### src/rtl/muldiv_ctrl.sv
// Iterative radix-2 multiply / restoring divide sequencer for the EXE stage.
// Optional macro MULDIV_FAST_MUL_EN: multiplies complete in one cycle via a combinational product.
module muldiv_ctrl #(
    parameter int DATA_WIDTH = 32,
    parameter int CNT_WIDTH  = 6
) (
    input  logic                  clk_in,
    input  logic                  reset_n_in,
    input  logic                  op_valid_in,
    input  logic [2:0]            op_in,
    input  logic [DATA_WIDTH-1:0] src_a_in,
    input  logic [DATA_WIDTH-1:0] src_b_in,
    input  logic                  flush_in,
    output logic                  stallreq_out,
    output logic [DATA_WIDTH-1:0] result_out,
    output logic                  result_valid_out,
    output logic                  busy_out
);
    localparam int W = DATA_WIDTH;

    typedef enum logic [1:0] {
        S_IDLE = 2'd0,
        S_CALC = 2'd1,
        S_DONE = 2'd2
    } state_t;

    localparam logic [2:0] OP_MUL    = 3'd0;
    localparam logic [2:0] OP_MULH   = 3'd1;
    localparam logic [2:0] OP_MULHSU = 3'd2;
    localparam logic [2:0] OP_DIV    = 3'd4;
    localparam logic [2:0] OP_REM    = 3'd6;

    state_t               state_q, state_d;
    logic [2:0]           op_q, op_d;
    logic [CNT_WIDTH-1:0] cnt_q, cnt_d;
    // Multiply: {partial product, multiplier}; divide: {remainder, quotient}.
    logic [2*W-1:0]       acc_q, acc_d;
    logic [W-1:0]         opb_q, opb_d;
    logic                 neg_q, neg_d;
    logic                 negrem_q, negrem_d;
    logic                 byp_q, byp_d;

    logic         a_signed, b_signed, a_neg, b_neg;
    logic [W-1:0] a_abs, b_abs;
    logic         div0, ovf;

    always_comb begin
        a_signed = (op_in == OP_MULH) || (op_in == OP_MULHSU) || (op_in == OP_DIV) || (op_in == OP_REM);
        b_signed = (op_in == OP_MULH) || (op_in == OP_DIV) || (op_in == OP_REM);
        a_neg    = a_signed & src_a_in[W-1];
        b_neg    = b_signed & src_b_in[W-1];
        a_abs    = a_neg ? -src_a_in : src_a_in;
        b_abs    = b_neg ? -src_b_in : src_b_in;
        div0     = op_in[2] && (src_b_in == '0);
        ovf      = ((op_in == OP_DIV) || (op_in == OP_REM)) &&
                   (src_a_in == {1'b1, {(W-1){1'b0}}}) && (src_b_in == {W{1'b1}});
    end

    logic [W:0]     mul_sum;
    logic [2*W-1:0] mul_step;
    logic [W:0]     div_shift, div_diff;
    logic [2*W-1:0] div_step;

    always_comb begin
        mul_sum   = {1'b0, acc_q[2*W-1:W]} + (acc_q[0] ? {1'b0, opb_q} : {(W+1){1'b0}});
        mul_step  = {mul_sum, acc_q[W-1:1]};
        div_shift = acc_q[2*W-1:W-1];
        div_diff  = div_shift - {1'b0, opb_q};
        if (!div_diff[W]) begin
            div_step = {div_diff[W-1:0], acc_q[W-2:0], 1'b1};
        end else begin
            div_step = {div_shift[W-1:0], acc_q[W-2:0], 1'b0};
        end
    end

`ifdef MULDIV_FAST_MUL_EN
    logic [2*W-1:0] prod_fast;
    assign prod_fast = {{W{1'b0}}, a_abs} * {{W{1'b0}}, b_abs};
`endif

    always_comb begin
        state_d  = state_q;
        op_d     = op_q;
        cnt_d    = cnt_q;
        acc_d    = acc_q;
        opb_d    = opb_q;
        neg_d    = neg_q;
        negrem_d = negrem_q;
        byp_d    = byp_q;
        case (state_q)
            S_IDLE: begin
                if (op_valid_in && !flush_in) begin
                    op_d     = op_in;
                    neg_d    = a_neg ^ b_neg;
                    negrem_d = a_neg;
                    opb_d    = b_abs;
                    byp_d    = 1'b0;
                    if (div0) begin
                        byp_d   = 1'b1;
                        acc_d   = {{W{1'b0}}, (op_in[1] ? src_a_in : {W{1'b1}})};
                        state_d = S_DONE;
                    end else if (ovf) begin
                        byp_d   = 1'b1;
                        acc_d   = {{W{1'b0}}, (op_in[1] ? {W{1'b0}} : src_a_in)};
                        state_d = S_DONE;
`ifdef MULDIV_FAST_MUL_EN
                    end else if (!op_in[2]) begin
                        acc_d   = prod_fast;
                        state_d = S_DONE;
`endif
                    end else begin
                        acc_d   = {{W{1'b0}}, a_abs};
                        cnt_d   = CNT_WIDTH'(W);
                        state_d = S_CALC;
                    end
                end
            end
            S_CALC: begin
                acc_d = op_q[2] ? div_step : mul_step;
                cnt_d = cnt_q - CNT_WIDTH'(1);
                if (cnt_q == CNT_WIDTH'(1)) begin
                    state_d = S_DONE;
                end
            end
            S_DONE:  state_d = S_IDLE;
            default: state_d = S_IDLE;
        endcase
        if (flush_in) begin
            state_d = S_IDLE;
        end
    end

    always_ff @(posedge clk_in or negedge reset_n_in) begin
        if (!reset_n_in) begin
            state_q  <= S_IDLE;
            op_q     <= '0;
            cnt_q    <= '0;
            acc_q    <= '0;
            opb_q    <= '0;
            neg_q    <= 1'b0;
            negrem_q <= 1'b0;
            byp_q    <= 1'b0;
        end else begin
            state_q  <= state_d;
            op_q     <= op_d;
            cnt_q    <= cnt_d;
            acc_q    <= acc_d;
            opb_q    <= opb_d;
            neg_q    <= neg_d;
            negrem_q <= negrem_d;
            byp_q    <= byp_d;
        end
    end

    // Sign correction is applied only on the way out, in the DONE cycle.
    logic [2*W-1:0] prod_fix;
    logic [W-1:0]   quo_fix, rem_fix, res_sel;

    always_comb begin
        prod_fix = neg_q ? -acc_q : acc_q;
        quo_fix  = neg_q ? -acc_q[W-1:0] : acc_q[W-1:0];
        rem_fix  = negrem_q ? -acc_q[2*W-1:W] : acc_q[2*W-1:W];
        res_sel  = '0;
        if (byp_q) begin
            res_sel = acc_q[W-1:0];
        end else begin
            case (op_q)
                3'd0:                res_sel = prod_fix[W-1:0];
                3'd1, 3'd2, 3'd3:    res_sel = prod_fix[2*W-1:W];
                3'd4, 3'd5:          res_sel = quo_fix;
                default:             res_sel = rem_fix;
            endcase
        end
    end

    assign busy_out         = (state_q != S_IDLE);
    assign result_valid_out = (state_q == S_DONE) && !flush_in;
    assign result_out       = (state_q == S_DONE) ? res_sel : '0;
    assign stallreq_out     = op_valid_in && !flush_in && (state_q != S_DONE);

endmodule

### config.mk
export PLATFORM = sky130hd
export DESIGN_NAME = muldiv_ctrl
export DESIGN_NICKNAME = d
export VERILOG_FILES = /design/src/rtl/muldiv_ctrl.sv
export SDC_FILE = /design/constraint.sdc
export NUM_CORES = 1
export LEC_CHECK = 0
export CAP_MARGIN = 20
export CORE_AREA = 2 2 249 128
export DETAILED_ROUTE_END_ITERATION = 12
export DIE_AREA = 0 0 251 130
export GPL_TIMING_DRIVEN = 0
export PLACE_DENSITY_LB_ADDON = 0.12
export SETUP_SLACK_MARGIN = 0.02
export SYNTH_ARGS = -nofsm -noshare
export SYNTH_HDL_FRONTEND = slang
export SYNTH_SLANG_ARGS = --single-unit
### constraint.sdc
create_clock -name clk_in -period 5.2 [get_ports clk_in]
set_clock_uncertainty 0.15 [all_clocks]
set_input_delay 0.78 -clock clk_in [delete_from_list [all_inputs] [get_ports clk_in]]
set_output_delay 0.78 -clock clk_in [all_outputs]
set_load 0.02 [all_outputs]
==> results of run 1 <==
[cell type report]
class                   instances  area (um2)
plain buffers                 130         519
clock buffers                   9         225
clock inverters                 7        77.6
fillers                      3111       15100
inverters                      72         279
multi-input cells            1560       10100
flip-flops and latches        110        2770
well taps                     408         510
repair buffers                124        1230
[registers in the layout, summed over array words and instances (netlist names)]
name	count
negrem_q	1
state_q	2
op_q	3
cnt_q	6
neg_q	1
opb_q	32
byp_q	1
acc_q	64
[cells in the mapped netlist, types with 11 or more instances]
cell,number
nor2b_1,11
a221oi_1,19
o22ai_1,11
mux2i_1,53
nand4_1,20
a22oi_1,21
nand2b_1,26
xnor2_1,84
a21o_1,32
dfrtp_1,110
nor3_1,65
a31oi_1,37
or4_1,22
and3_1,11
o41ai_1,15
clkbuf_1,123
nor2_1,156
inv_1,72
o211ai_1,14
a211oi_1,27
o221ai_1,11
mux2_2,13
o21ai_0,206
nor4_1,16
a21oi_1,142
ha_1,71
or3_1,31
nand2_1,192
o31ai_1,22
nand3_1,36
xor2_1,63
or2_2,15
[repair_timing]
item                                    in CTS  in global routing
endpoints found under the setup margin      64                 53
setup buffers                                7                  7
gates resized for setup                     43                 37
pin swaps                                    6                  9
[metal layers]
metal	global-route usage (%)	wire [um]
met5	0	46
met3	19.1	10700
met2	44.1	21100
met1	58.7	29900
met4	7.07	946
[power by group through the flow]
stage	Combinational, mW	Clock [mW]	Sequential [mW]
4_1_cts	5.92	0.749	1.70
2_1_floorplan	4.19	0	1.44
3_3_place_gp	5.84	0	1.65
5_1_grt	6.67	0.779	1.81
3_5_place_dp	5.87	0	1.66
6_report	6.24	0.741	1.80
[cell families after synthesis]
family | count (synthesis)
buffers and inverters | 211
AND/OR/NAND/NOR | 648
flip-flops | 110
XOR/XNOR | 147
multiplexers | 66
AO/OA/AOI/OAI | 626
adder cells (fa/ha/maj) | 73
[worst reg2reg max path: cells and delay by family (launching register included)]
kind                     cells  cell delay, ps
buffers and inverters        4            1410
AO/OA/AOI/OAI                4            1170
AND/OR/NAND/NOR              4             900
flip-flops                   1             540
adder cells (fa/ha/maj)      2             470
multiplexers                 1             270
[metrics by stage]
stage | setup slack (ps) | power (mW) | hold WS, ps | TNS, ps
finish | 14.7 | 8.77 | 169 | 0
global route | 9.52 | 9.26 | 198 | 0
CTS | 28.5 | 8.36 | 178 | 0
detailed placement | -514 | 7.53 | 322 | -13220
global placement | -1520 | 7.49 | 314 | -177800
floorplan | 567 | 5.62 | 297 | 0
[worst min-delay path by stage]
| stage | start | end | slack [ps] | cells after the start |
|---|---|---|---|---|
| after floorplan | op_q[0] | op_q[0] | 300 | 2 |
| after global placement | opb_q[4] | opb_q[4] | 310 | 2 |
| after detailed placement | opb_q[16] | opb_q[16] | 320 | 2 |
| after CTS | reset_n_in | acc_q[46] | 180 | 1 |
| after global routing | reset_n_in | acc_q[46] | 200 | 1 |
| final | reset_n_in | acc_q[46] | 170 | 1 |
==> qor.csv, run 1 <==
stage,metric,value,unit
run_status,status,"finished, final reports clean",
timing,Tcrit/Tclk final,99.7,%
clocking,CTS Buf Count,9,
cells_and_area,Antenna Cells,0,
yosys,Post-Synth Adder-Cell Area,6.84,%
global_routing,first-pass GRT wire length,91300,um
critical_path,Top delay family on crit path,simple AND/OR/NAND/NOR gates,
power,PD cells,557,nW/um2
yosys,mapped cell area,13600,um2
yosys,largest family of logic cells by synthesized area,compound AO/OA/AOI/OAI gates,
global_routing,Tot GR Track Use,37.8,%
yosys,Synth Area per Inst,7.21,um2
timing,final hold vios,0,
cells_and_area,fin cells,2420,
yosys,Async SR Flop Fraction,100,%
yosys,"FF+latch count, synth",110,
critical_path,Worst path slowest cell,or4_4,
critical_path,Worst path max stage delay,600,ps
place,dpl hpwl,50300,um
routing,DRT iter0 DRCs,2312,
floorplanning,die extent in x,251,um
yosys,Post-Syn Nets,2025,
place,Post-DP Area,15200,um2
routing,drc violations,0,
cells_and_area,Util after Layout,51.0,%
critical_path,launch point of the worst path,acc_q[17],
timing,Final Max Slew Viols,0,
timing,Tmin final,5190,ps
yosys,Post-synth top flop,dfrtp_1,
power,clock share of power,8.4,%
yosys,Post-synth EDFFs,0,
power,Gate power share,71.1,%
critical_path,"Critical Path, Cell by Cell","clkbuf_1, or4_4, nor4_4, nand4_1, buf_4, or3_1, a21oi_1, nor3_1, a311oi_2, nor3_1, clkdlybuf4s50_1",
floorplanning,Boundary Pins,106,
critical_path,reg2reg end,acc_q[39],
timing,max frequency,0.193,GHz
clocking,CTS tree,yes,
floorplanning,num rows,46,
critical_path,Worst path depth,11,
yosys,Synth area leaders,"dfrtp_1, o21ai_0, ha_1",
floorplanning,core area,30800,um2
critical_path,reg2reg path depth,15,
critical_path,CP Capture Type,output pin,
clocking,clk_lat worst skew,390,ps
global_routing,largest net degree at the start of global routing,69,
timing,worst relative slew slack,16.2,%
place,Port-buffer cells,105,
clocking,CTS Root Cell,clkbuf_16,
clocking,Sink Count,110,
place,routability cong.,1.06,
global_routing,initial antenna violation count,1,
cells_and_area,share of layout cells above drive strength 1,6.06,%
power,maximum vdd drop,0.000259,V
floorplanning,die area,32600,um2
cells_and_area,most frequent cells in the layout,"o21ai_0, nand2_1, nor2_1",
cells_and_area,Layout area overhead,16.0,%
power,switching share of total power,56.9,%
place,number of placed instances with taps included,2397,
yosys,Syn Inst Count,1881,
critical_path,kind of critical path,flip-flop to output pin,
routing,ANT nets after route,0,
critical_path,Worst R2R Setup Slack,150,ps
clocking,clk buf depth,2,
yosys,"Seq/Total Area, Yosys",20.3,%
floorplanning,Initial Utilization,44.0,%
power,P_int,3.78,mW
critical_path,Most Frequent Cell on Critical Path,nor3_1,
routing,DR vias,16000,
critical_path,CP endpoint,result_out[12],
timing,Slew @ Worst Pin,1250,ps
cells_and_area,nets,2151,
timing,final setup fails,0,
routing,wire per inst,25.9,um
yosys,Post-Synth Simple-Gate Area,23.6,%
job,# Max-Cap Violations,0,
min_path,Hold Crit Class,input pin to asynchronous set/reset pin,
routing,Via density,6.60,
global_routing,vias in the first global route,14200,
yosys,Compound-Gate Fraction of Synth Area,28.8,%
floorplanning,Die Ht,130,um
yosys,dominant cell type by area after synthesis,dfrtp_1,
clocking,Hold Buf Count CTS,0,
yosys,mux share of post-synthesis cell area,4.99,%
power,leakage,6.42,nW
routing,drt first pass iters,8,
critical_path,CP bufs+invs,3,
timing,RSZ-0062 raised after global routing,no,
critical_path,type of origin of the critical path,flip-flop,
critical_path,Worst EP required,4270,ps
critical_path,crit path DAT,4260,ps
cells_and_area,fin area,15700,um2
yosys,Yosys top cell area share,20.3,%
critical_path,FF-to-FF Start,acc_q[31],
critical_path,"Max FO, Critical Path",9,
yosys,Yosys Warn Count,0,
clocking,htree depth,3,
cells_and_area,"commonest non-fill, non-tap cell in the layout",o21ai_0,
power,net switching power,4.99,mW
clocking,clk slew on worst S/H paths,80,ps
yosys,xor/xnor share of the synthesized area,9.49,%
power,sequential power share,20.5,%
yosys,Yosys cell types,77,
global_routing,GRT overflow,0,
routing,drt total wl,62700,um
(Power assumes the default switching activity.)
==> run 2, diff against run 1 <==
Settings changed: CELL_PAD_IN_SITES_DETAIL_PLACEMENT set to 0, CELL_PAD_IN_SITES_GLOBAL_PLACEMENT set to 1.
==> run 2 against run 1 <==
Against the previous run: the run now ends with negative setup slack left; cell area is essentially flat; core utilization about the same; first-iteration DRC count shrank 7.3%; combinational power about the same; routed wire length grew 0.24%; largest cell class unchanged.
==> qor.csv, run 2 (synthesized netlist as in run 1, its figures left out) <==
stage,metric,value,unit,change
clocking,htree depth,3,,unchanged
power,sequential power share,20.1,%,was 20.5%
floorplanning,num rows,46,,unchanged
timing,Tcrit/Tclk final,100,%,was 99.7%
cells_and_area,nets,2151,,unchanged
critical_path,reg2reg path depth,13,,was 15
critical_path,CP Capture Type,output pin,,unchanged
cells_and_area,FILL cells,3173,,was 3111
global_routing,first-pass GRT wire length,91100,um,was 91300 um
cells_and_area,Register Area,2760,um2,was 2770 um2
critical_path,FF-to-FF Start,acc_q[40],,was acc_q[31]
critical_path,"Max FO, Critical Path",10,,was 9
run_status,status,"complete, but fails checks",,"was finished, final reports clean"
clocking,clk buf depth,2,,unchanged
run_status,failing checks,negative setup slack,,
routing,drt total wl,62900,um,was 62700 um
cells_and_area,fin area,15700,um2,about the same
floorplanning,die extent in x,251,um,unchanged
routing,drt first pass iters,8,,unchanged
power,PD cells,558,nW/um2,was 557 nW/um2
place,Port-buffer cells,105,,unchanged
timing,worst relative slew slack,24.0,%,was 16.2%
cells_and_area,area of the multi-input gates,10100,um2,about the same
power,clock share of power,8.6,%,was 8.4%
routing,drc violations,0,,unchanged
power,net switching power,4.99,mW,about the same
critical_path,reg2reg end,acc_q[36],,was acc_q[39]
cells_and_area,largest registers,"acc_q: 64 flops, opb_q: 32 flops, cnt_q: 6 flops",,unchanged
cells_and_area,Layout area overhead,16.0,%,about the same
floorplanning,die area,32600,um2,unchanged
clocking,CTS Buf Count,9,,unchanged
critical_path,Worst EP required,4270,ps,about the same
cells_and_area,most frequent cells in the layout,"o21ai_0, nand2_1, nor2_1",,unchanged
min_path,Hold Crit Class,input pin to asynchronous set/reset pin,,unchanged
place,dpl hpwl,50600,um,was 50300 um
routing,ANT nets after route,0,,unchanged
floorplanning,core area,30800,um2,unchanged
cells_and_area,share of layout cells above drive strength 1,6.26,%,was 6.06%
timing,Final Max Slew Viols,0,,unchanged
job,# Max-Cap Violations,0,,unchanged
clocking,clk slew on worst S/H paths,90,ps,was 80 ps
timing,final hold vios,0,,unchanged
timing,Slew @ Worst Pin,1140,ps,was 1250 ps
routing,Via density,6.56,,was 6.60
global_routing,GRT overflow,0,,unchanged
routing,DRT iter0 DRCs,2144,,was 2312
cells_and_area,largest register by flop count,acc_q,,unchanged
clocking,CTS Root Cell,clkbuf_16,,unchanged
clocking,CTS tree,yes,,unchanged
critical_path,type of origin of the critical path,flip-flop,,unchanged
clocking,clk_lat worst skew,400,ps,was 390 ps
cells_and_area,max reg flops,64,,unchanged
power,leakage,6.43,nW,was 6.42 nW
critical_path,kind of critical path,flip-flop to output pin,,unchanged
timing,RSZ-0062 raised after global routing,yes,,was no
power,switching share of total power,56.8,%,was 56.9%
global_routing,largest net degree at the start of global routing,82,,was 69
routing,DR vias,15900,,was 16000
timing,max frequency,0.192,GHz,was 0.193 GHz
timing,Final Worst Setup Slack,-11.0,ps,was 14.7 ps
power,maximum vdd drop,0.000240,V,was 0.000259 V
cells_and_area,Util after Layout,51.0,%,about the same
routing,wire per inst,26.0,um,was 25.9 um
global_routing,Tot GR Track Use,37.9,%,was 37.8%
place,Post-DP Area,15200,um2,unchanged
timing,Tmin final,5210,ps,was 5190 ps
power,Gate power share,71.3,%,was 71.1%
timing,final setup fails,1,,was 0
place,routability cong.,1.04,,was 1.06
critical_path,crit path DAT,4280,ps,was 4260 ps
floorplanning,Boundary Pins,106,,unchanged
clocking,Sink Count,110,,unchanged
global_routing,initial antenna violation count,1,,unchanged
power,P_int,3.79,mW,was 3.78 mW
cells_and_area,"commonest non-fill, non-tap cell in the layout",o21ai_0,,unchanged
floorplanning,Initial Utilization,44.0,%,unchanged
global_routing,vias in the first global route,14100,,was 14200
critical_path,Worst R2R Setup Slack,250,ps,was 150 ps
floorplanning,Die Ht,130,um,unchanged
clocking,Hold Buf Count CTS,0,,unchanged
run 2: worst max path at each step:
| stage | end | start | cells after the start | slack (ps) |
|---|---|---|---|---|
| 6_report | result_out[6] | acc_q[23] | 10 | -10 |
| 5_1_grt | result_out[30] | acc_q[32] | 12 | -20 |
| 3_5_place_dp | result_out[31] | acc_q[17] | 13 | -760 |
| 4_1_cts | result_out[30] | acc_q[43] | 10 | 30 |
| 2_1_floorplan | result_out[30] | acc_q[33] | 11 | 570 |
| 3_3_place_gp | opb_q[14] | reset_n_in | 1 | -1470 |
run 2: final cells by class:
type                            instances  share of cell area, %
Sequential cell                       110                   17.6
Inverter                               72                   1.77
Timing Repair Buffer                  124                   7.80
Clock buffer                            9                   1.43
Buffer                                130                   3.28
Antenna cell                            1                 0.0159
Multi-Input combinational cell       1560                   64.4
Tap cell                              408                   3.24
Clock inverter                          7                  0.477
run 2: timing repair:
item | in CTS | in global routing
setup buffers | 6 | 8
resized for setup | 47 | 36
pin swaps | 6 | 10
endpoints found under the setup margin | 62 | 40
run 2: layer usage:
metal  up-vias  track usage [%]  part of all wire (%)
met2      1004             43.2                    33
met1      7657             58.0                    48
li1       7149                -                     -
met4         2             7.49                   1.6
met3        80             21.3                    17
met5         -             1.29                 0.094
run 2: power groups by stage:
stage	Clock [mW]	Sequential (mW)	Combinational, mW
floorplan	0	1.44	4.19
global placement	0	1.64	5.87
detailed placement	0	1.65	5.90
CTS	0.754	1.69	5.95
global route	0.783	1.78	6.72
finish	0.759	1.76	6.26
run 2: through the flow:
stage	instances	TNS [ps]	hold slack, ps	power [mW]	worst slack [ps]
2_1_floorplan	1881	0	297	5.62	567
3_3_place_gp	2394	-175850	312	7.52	-1470
3_5_place_dp	2397	-15790	318	7.55	-764
4_1_cts	2412	0	120	8.39	26.0
5_1_grt	2420	-18.9	135	9.29	-18.9
6_report	2421	-11.0	112	8.78	-11.0
run 2: worst max-delay path: stages, from the launching register on:
cell	delay (ps)
dfrtp_1	530
or4_1	640
nor4_4	450
nand4_1	250
or2_2	370
clkbuf_2	250
o21ai_0	280
xnor2_1	150
nand2_1	80
a21oi_1	230
clkdlybuf4s50_1	650
